**src/rtl/display_scan_if.sv**
```systemverilog
// Handshake and pin bundle between the multiplier result path
// and the seven-segment scan controller.
interface display_scan_if;
    logic       load;
    logic [7:0] product;
    logic       busy;
    logic [3:0] an;
    logic [6:0] seg;
    logic       dp;

    modport master (
        output load, product,
        input  busy, an, seg, dp
    );

    modport slave (
        input  load, product,
        output busy, an, seg, dp
    );
endinterface

```
**src/rtl/display_scan_controller.sv**
```systemverilog
// Latches a signed product, converts its magnitude to BCD by
// double-dabble and scans sign/hundreds/tens/units onto 4 anodes.
module display_scan_controller #(
    parameter int REFRESH_DIV   = 100000,
    parameter bit BLANK_LEADING = 1'b1
) (
    input  logic            clk,
    input  logic            rst,
    display_scan_if.slave   bus
);
    typedef enum logic [1:0] {IDLE, SHIFT, COMMIT} state_t;

    localparam int CW = $clog2(REFRESH_DIV);
    localparam logic [6:0] BLANK = 7'b1111111;
    localparam logic [6:0] MINUS = 7'b0111111;

    state_t        state;
    logic [7:0]    mag;
    logic [11:0]   bcd;
    logic [11:0]   bcd_adj;
    logic [3:0]    cnt;
    logic          neg_s;
    logic          busy_q;
    logic [3:0]    units;
    logic [3:0]    tens;
    logic [3:0]    hund;
    logic          neg;
    logic [CW-1:0] rcnt;
    logic [1:0]    idx;

    function automatic logic [3:0] add3(input logic [3:0] n);
        return (n >= 4'd5) ? n + 4'd3 : n;
    endfunction

    function automatic logic [6:0] enc(input logic [3:0] d);
        logic [6:0] s;
        case (d)
            4'd0:    s = 7'b1000000;
            4'd1:    s = 7'b1111001;
            4'd2:    s = 7'b0100100;
            4'd3:    s = 7'b0110000;
            4'd4:    s = 7'b0011001;
            4'd5:    s = 7'b0010010;
            4'd6:    s = 7'b0000010;
            4'd7:    s = 7'b1111000;
            4'd8:    s = 7'b0000000;
            4'd9:    s = 7'b0011000;
            default: s = 7'b0000110;
        endcase
        return s;
    endfunction

    assign bcd_adj = {add3(bcd[11:8]), add3(bcd[7:4]), add3(bcd[3:0])};

    // Shadow registers convert in the background; the committed
    // digits change only in COMMIT so no partial value is displayed.
    always_ff @(posedge clk or posedge rst) begin
        if (rst) begin
            state  <= IDLE;
            busy_q <= 1'b0;
            mag    <= '0;
            bcd    <= '0;
            cnt    <= '0;
            neg_s  <= 1'b0;
            units  <= '0;
            tens   <= '0;
            hund   <= '0;
            neg    <= 1'b0;
        end else begin
            case (state)
                IDLE: begin
                    if (bus.load) begin
                        neg_s  <= bus.product[7];
                        mag    <= bus.product[7] ? (~bus.product + 8'd1)
                                                 : bus.product;
                        bcd    <= '0;
                        cnt    <= '0;
                        busy_q <= 1'b1;
                        state  <= SHIFT;
                    end
                end
                SHIFT: begin
                    if (cnt == 4'd8) begin
                        state <= COMMIT;
                    end else begin
                        {bcd, mag} <= {bcd_adj[10:0], mag, 1'b0};
                        cnt        <= cnt + 4'd1;
                    end
                end
                COMMIT: begin
                    hund   <= bcd[11:8];
                    tens   <= bcd[7:4];
                    units  <= bcd[3:0];
                    neg    <= neg_s;
                    busy_q <= 1'b0;
                    state  <= IDLE;
                end
                default: state <= IDLE;
            endcase
        end
    end

    always_ff @(posedge clk or posedge rst) begin
        if (rst) begin
            rcnt <= '0;
            idx  <= '0;
        end else if (rcnt == CW'(REFRESH_DIV - 1)) begin
            rcnt <= '0;
            idx  <= idx + 2'd1;
        end else begin
            rcnt <= rcnt + CW'(1);
        end
    end

    always_comb begin
        bus.an  = 4'b1110;
        bus.seg = BLANK;
        unique case (1'b1)
            (idx == 2'd0): begin
                bus.an  = 4'b1110;
                bus.seg = enc(units);
            end
            (idx == 2'd1): begin
                bus.an  = 4'b1101;
                bus.seg = (BLANK_LEADING && hund == 4'd0 && tens == 4'd0)
                          ? BLANK : enc(tens);
            end
            (idx == 2'd2): begin
                bus.an  = 4'b1011;
                bus.seg = (BLANK_LEADING && hund == 4'd0)
                          ? BLANK : enc(hund);
            end
            (idx == 2'd3): begin
                bus.an  = 4'b0111;
                bus.seg = (neg && |{hund, tens, units}) ? MINUS : BLANK;
            end
        endcase
    end

    assign bus.busy = busy_q;
    assign bus.dp   = 1'b1;
endmodule

```
**src/flat_wrapper.sv**
```systemverilog
// flat-port wrapper written by rule: the top's interface ports become plain ports
module display_scan_controller_flat 
#(
    parameter int REFRESH_DIV   = 100000,
    parameter bit BLANK_LEADING = 1'b1
)
  (clk, rst, bus_load, bus_product, bus_busy, bus_an, bus_seg, bus_dp);
  display_scan_if bus_i ();
  input  logic clk;
  input  logic rst;
  input wire logic [$bits(bus_i.load)-1:0] bus_load;
  input wire logic [$bits(bus_i.product)-1:0] bus_product;
  output wire logic [$bits(bus_i.busy)-1:0] bus_busy;
  output wire logic [$bits(bus_i.an)-1:0] bus_an;
  output wire logic [$bits(bus_i.seg)-1:0] bus_seg;
  output wire logic [$bits(bus_i.dp)-1:0] bus_dp;
  assign bus_i.load = bus_load;
  assign bus_i.product = bus_product;
  assign bus_busy = bus_i.busy;
  assign bus_an = bus_i.an;
  assign bus_seg = bus_i.seg;
  assign bus_dp = bus_i.dp;
  display_scan_controller #(.REFRESH_DIV(REFRESH_DIV), .BLANK_LEADING(BLANK_LEADING)) u_core (.clk(clk), .rst(rst), .bus(bus_i));
endmodule
```
**config.mk**
```make
export PLATFORM = sky130hd
export DESIGN_NAME = display_scan_controller_flat
export DESIGN_NICKNAME = d
export VERILOG_FILES = /design/src/rtl/display_scan_if.sv /design/src/rtl/display_scan_controller.sv /design/src/flat_wrapper.sv
export SDC_FILE = /design/constraint.sdc
export NUM_CORES = 1
export LEC_CHECK = 0
export ABC_CLOCK_PERIOD_IN_PS = 2260
export CAP_MARGIN = 5
export CORE_UTILIZATION = 30
export DETAILED_ROUTE_END_ITERATION = 10
export SLEW_MARGIN = 20
export SYNTH_ARGS = -nofsm -noshare
export SYNTH_HDL_FRONTEND = slang
export SYNTH_SLANG_ARGS = --single-unit
```
**constraint.sdc**
```tcl
create_clock -name clk -period 2.26 [get_ports clk]
set_input_delay 0.678 -clock clk [delete_from_list [all_inputs] [get_ports clk]]
set_output_delay 0.678 -clock clk [all_outputs]
set_load 0.02 [all_outputs]
```
* Word level (Yosys, flattened, before mapping) *
Memory sizes are Yosys's and may differ from the RTL's.
Index checks and enable logic that the tools add are counted.

word-level totals
  register bits = 60
  memory bits (read-only) = 336
  input bits = 11
  output and inout bits = 13
  logic and storage cells = 73
  memories kept = 3

operators by class
  add/sub/neg operators = 7
  order comparisons = 3
  equality and inequality tests = 10
  mux-type cells = 24
  bitwise logic cells = 1
  reductions and logical operators = 13

memory list
  name             words  width  read ports  clocked after memory_dff  write ports  line                           source
  (no name shown)  16     7      1           0                         0            display_scan_controller.sv:37  case (d)
  (no name shown)  16     7      1           0                         0            display_scan_controller.sv:37
  (no name shown)  16     7      1           0                         0            display_scan_controller.sv:37

operators by type and width
  operator               number
  $pmux 7 s4             1
  $mux 12                2
  $mux 8                 3
  $pmux 12 s2            1
  $mux 7                 3
  $add 17x1->17 const B  1
  $eq 17x17->1 const B   1
  $mux 17                1
  $mux 4                 4
  $pmux 4 s4             1
  $pmux 8 s2             1
  $ge 4x3->1 const B     3
  $reduce_or 12->1       1
  $add 4x2->4 const B    2
  $add 8x1->8 const B    1
  $logic_not 4->1        2
  $not 8->8              1
  $pmux 4 s2             1
  $eq 2x2->1 const B     3
  $reduce_and 2->1       3
  $add 4x1->4 const B    1
  $eq 2x1->1 const B     2
  $eq 4x4->1 const B     1
  $logic_not 2->1        2
  12 further kinds       16

* Logic depth before layout (Yosys ltp) *
  depth after elaboration = 5
  mapped depth = 7
  mapped depth without buffers = 7

* Least setup slack after synthesis *
No wires, ideal clock.

  path kind = register -> output
  from = register u_core.idx[0]
  to = output bus_seg[3]
  arrival = 1.571 ns
  data required time = 1.582 ns
  slack = 0.011 ns
  stages on the path, launching flop included = 8
  path buffers = 1
  cell sequence = dfrtp_1 inv_1 ha_1 clkbuf_1 nor2_1 o21ai_0 nor2b_1 a32oi_1

between the ends
  word-level cells in the longest chain between the ends = 2
  elaborated cells between the ends (all ways) = 5
  those cells by class = eq/ne: 3; mux: 1; reduce/logical: 1

ends and longest elaborated chain
  element                                   line                            source
  start, declared                           display_scan_controller.sv:29   logic [1:0] idx;
  start signal, assigned                    display_scan_controller.sv:109  idx <= idx + 2'd1;
  $eq 2x2->1, or another cell as far along  display_scan_controller.sv:133  (idx == 2'd3): begin
  $pmux 7 s4 (*)                            display_scan_controller.sv:118  unique case (1'b1)
  end, declared                             flat_wrapper.sv:15              output wire logic [$bits(bus_i.seg)-1:0] bus_seg;

Every way passes the cells marked *; elsewhere a longest branch is shown, timed or not.

* Final worst setup path *
  from = register u_core.tens[1]
  to = output bus_seg[0]

between the ends
  word-level cells in the longest chain between the ends = 4
  elaborated cells between the ends (all ways) = 5
  those cells by class = mux: 2; reduce/logical: 2; memory: 1

ends and longest elaborated chain
  element                                                               line                            source
  start, declared                                                       display_scan_controller.sv:25   logic [3:0] tens;
  start signal, assigned                                                display_scan_controller.sv:92   tens <= bcd[7:4];
  parallel branches: the longest is 2 deep, another holds $mem_v2 16x7  --
  $mux 7 (*)                                                            display_scan_controller.sv:126  ? BLANK : enc(tens);
  $pmux 7 s4 (*)                                                        display_scan_controller.sv:118

Every way passes the cells marked *.

==> results.toml <==
[logic_synthesis]
syn_inst = 407
ys_seq_elements = 60
syn_area_per_cell_um2 = 9.23
synth_top_family_by_area = "simple AND/OR/NAND/NOR gates"
synth.area.mux_share_pct = 5.06
synth_nets = 451
synthAdderAreaFrac_pct = 11.0
synth_compound_area_share_pct = 15.1
yosysWarningCount = 0
yosys.area_share.xor_xnor_pct = 5.13
yosys.area_share.simple_pct = 18.6
synth-main-ff-cell = "dfrtp_1"
ys_types = 55
synth_edf_count = 0
synthArstFlopShare_pct = 100
synth_seq_area_share_pct = 39.9
netlist_area_um2 = 3760

[detailed_routing]
drt_first_pass_iters = 4
drt-total-wl_um = 8120
drtIter0Drc = 128
ant_nets = 0
vias = 3089
wl_per_cell_um = 12.4
drc_errors = 0
viasPerCell = 4.73

[critical_path]
crit_arrival_ns = 1.74
path_cells = "inv_2 > ha_2 > mux2i_1 > nor2_1 > o21ai_2 > a32oi_1 > buf_4"
slowest_delay_ns = 0.39
slowest_stage = "dfrtp_1"
worst_setup_path_start_kind = "flip-flop"
endpoint_kind = "output port"
path_buf_inv = 2
crit_fanout = 4
path_delay_family = "flip-flops"
critPathKind = "flip-flop to output port"
critical_path_required_ns = 1.58

[sta]
drv_slew = 0
finalHoldViolations = 0
setup_violations = 7
finalSetupTns_ns = -0.869
period_share_pct = 107
fin_crit_ns = 2.42
rsz0062_at_grt = "yes"
fin_skew_ns = 0.00769
max_freq_mhz = 413
setup_ws_ns = -0.158

[grt]
busiest_layer = "met2"
grt_antenna_before_repair = 0
gr-usage-all-layers_pct = 13.5
grtUsageMet3_pct = 1.86
first_global_vias = 3043
grt_first_pass_wirelength_um = 13900
grt_util_met2_pct = 22.2
use_met1_pct = 17.5
grt_max_degree = 52
grt_overflow = 0

[final_layout]
antennaDiodeCount = 0
finalNetCount = 524
areaGrowthSynthToFinish_pct = 34.8
fillers = 1221
final_util_pct = 41.8
seqCellArea_um2 = 1500
drive_above_1_share_pct = 26.2
fin_cells = 653
multi_input_area_um2 = 2270

[placed_design]
place_inst = 632
port_buffers = 22
dp.final_hpwl_um = 5880
gp_congestion = 0.823

[die]
initial_core_util_pct = 31.0
io_pins = 24
die_w_um = 114
die-height_um = 114
coreArea_um2 = 12100
die_area_um2 = 13000
fp-row-count = 40

[cts]
cts_made_buffers = 9
cts-root-buf = "clkbuf_16"
htreeDepth = 3
insertion_delay_ns = 0.33
cts_tree = "yes"
cts_max_path_buffers = 2
clk_pin_slew_ns = 0.05
cts.sinks = 60

[run_status]
violations = "negative setup slack"
status = "finished, violations left"

[pwr]
sw_frac_of_total_pct = 36.8
combinationalPowerShare_pct = 45.8
p_sw_mw = 2.04
clkPwrFrac_pct = 24.6
p_per_area_nw_per_um2 = 1100
pwr-share-seq_pct = 29.6
ir_drop_mv = 0.419
finalPower_mw = 5.56
leakage_nw = 2.21
intPower_mw = 3.51

[min_path]
min-delay-path-class = "flip-flop to flip-flop"

[job]
max_cap_violations = 0
[worst register-to-register path: stages (launching register included)]
cell and delay (ns):
dfrtp_1 0.40, inv_1 0.06, ha_1 0.22, and3b_1 0.21, a211o_1 0.33, clkinv_1 0.18
o31ai_1 0.11, a32o_1 0.23
[Yosys cell counts, types with 2 or more instances]
cell | n | area (um2)
a22o_1 | 3 | 26.3
nand4_1 | 7 | 43.8
nor3b_1 | 2 | 15.0
nor4_1 | 2 | 12.5
o21a_1 | 2 | 15.0
a32o_1 | 3 | 30.0
o31ai_1 | 8 | 60.1
ha_1 | 33 | 413
nand2_1 | 32 | 120
nor2b_1 | 9 | 56.3
nand3b_1 | 3 | 22.5
a21oi_1 | 16 | 80.1
a22oi_1 | 2 | 15.0
nand2b_1 | 13 | 81.3
a31oi_1 | 3 | 18.8
xnor2_1 | 18 | 158
xor2_1 | 4 | 35.0
or3_1 | 2 | 12.5
clkbuf_1 | 12 | 45.0
dfrtp_1 | 60 | 1500
o21ai_0 | 42 | 210
mux2i_1 | 10 | 100
o211ai_1 | 3 | 22.5
nor3_1 | 6 | 30.0
nor2_1 | 30 | 113
a32oi_1 | 3 | 26.3
and3_1 | 2 | 12.5
nand3_1 | 14 | 70.1
inv_1 | 30 | 113
mux2_2 | 8 | 90.1
[final cells by class]
type | instances | area share (%)
clock buffer | 12 | 5.06
clock inverter | 4 | 0.939
inverter | 31 | 2.30
multi-input combinational | 300 | 44.9
sequential | 60 | 29.7
tap | 168 | 4.15
timing repair buffer | 78 | 13.0
[metrics by stage]
step	setup slack, ns	instance area [um2]	hold slack [ns]
final	-0.158	5070	0.472
after floorplan	0.0110	3760	0.444
after CTS	-0.150	4980	0.478
after detailed placement	-0.397	4510	0.468
after global placement	-0.346	4510	0.461
after global routing	-0.278	5070	0.511
[power groups by stage]
stage / Combinational, mW / Sequential (mW) / Clock (mW)
finish: 2.55 / 1.65 / 1.36
global route: 2.84 / 1.69 / 1.45
CTS: 2.47 / 1.64 / 1.39
detailed placement: 2.27 / 1.63 / 0
global placement: 2.20 / 1.62 / 0
floorplan: 1.51 / 1.58 / 0
[routing by layer]
layer / wire length, um / vias to the layer above / share of wire, %
li1: - / 1565 / -
met1: 3970 / 1468 / 49
met2: 3780 / 46 / 47
met3: 216 / 10 / 2.7
met4: 146 / 0 / 1.8
met5: 0 / - / 0
[cell families after synthesis]
family          Yosys count
xor+xnor                 22
buf+inv                  47
fa+ha+maj                33
compound gates           93
mux                      18
simple gates            133
other cells               1
flops                    60
[registers in the layout, indices dropped and copies added (netlist names)]
name,count
u_core.rcnt,17
u_core.bcd,12
u_core.mag,8
u_core.cnt,4
u_core.hund,4
u_core.tens,4
u_core.units,4
u_core.idx,2
u_core.state,2
u_core.bus.busy,1
u_core.neg,1
u_core.neg_s,1
[placed cells by master (no fill, tap or decap), types with 3 or more instances in the layout]
master	netlist	final
ha_4	0	9
nor3_1	6	6
nor2b_1	9	7
nand2_1	32	31
ha_1	33	21
mux2i_1	10	10
a32oi_1	3	3
buf_6	1	9
dlygate4sd2_1	0	3
o211ai_1	3	3
inv_1	30	21
a22o_1	3	3
nand2b_1	13	12
dfrtp_1	60	59
clkbuf_16	0	9
clkdlybuf4s50_1	0	11
o21ai_1	1	9
nand3_1	14	14
xnor2_1	18	18
a31oi_1	3	3
a21oi_1	16	15
nand3b_1	3	3
o21ai_0	42	32
nor2_1	30	28
buf_4	1	52
o31ai_1	8	7
nand4_1	7	7
a32o_1	3	3
ha_2	0	3
mux2_2	8	7
inv_2	0	9
xor2_1	4	4
[timing repair]
action | in CTS | in global routing
resized for setup | 95 | 20
endpoints found under the setup margin | 11 | 9
pin swaps | 12 | 15
hold buffers | 0 | 0
setup buffers | 3 | 3
[worst paths after layout]
kind                       cells past startpoint                        from  slack, ns                         end
setup reg to reg                               7   u_core.cnt[0]$_DFFE_PP0P_       0.41  u_core.bcd[11]$_DFFE_PP0P_
hold / removal                                 2    u_core.neg_s$_DFFE_PP0P_       0.47    u_core.neg_s$_DFFE_PP0P_
hold reg to reg                                2    u_core.neg_s$_DFFE_PP0P_       0.47    u_core.neg_s$_DFFE_PP0P_
max in group asynchronous                      3                         rst       1.12   u_core.idx[1]$_DFFE_PP0N_
setup / recovery                               7  u_core.tens[1]$_DFFE_PP0P_      -0.16                  bus_seg[0]
min in group asynchronous                      2                         rst       0.60   u_core.rcnt[14]$_DFF_PP0_
Power figures use the tool's default switching activity.
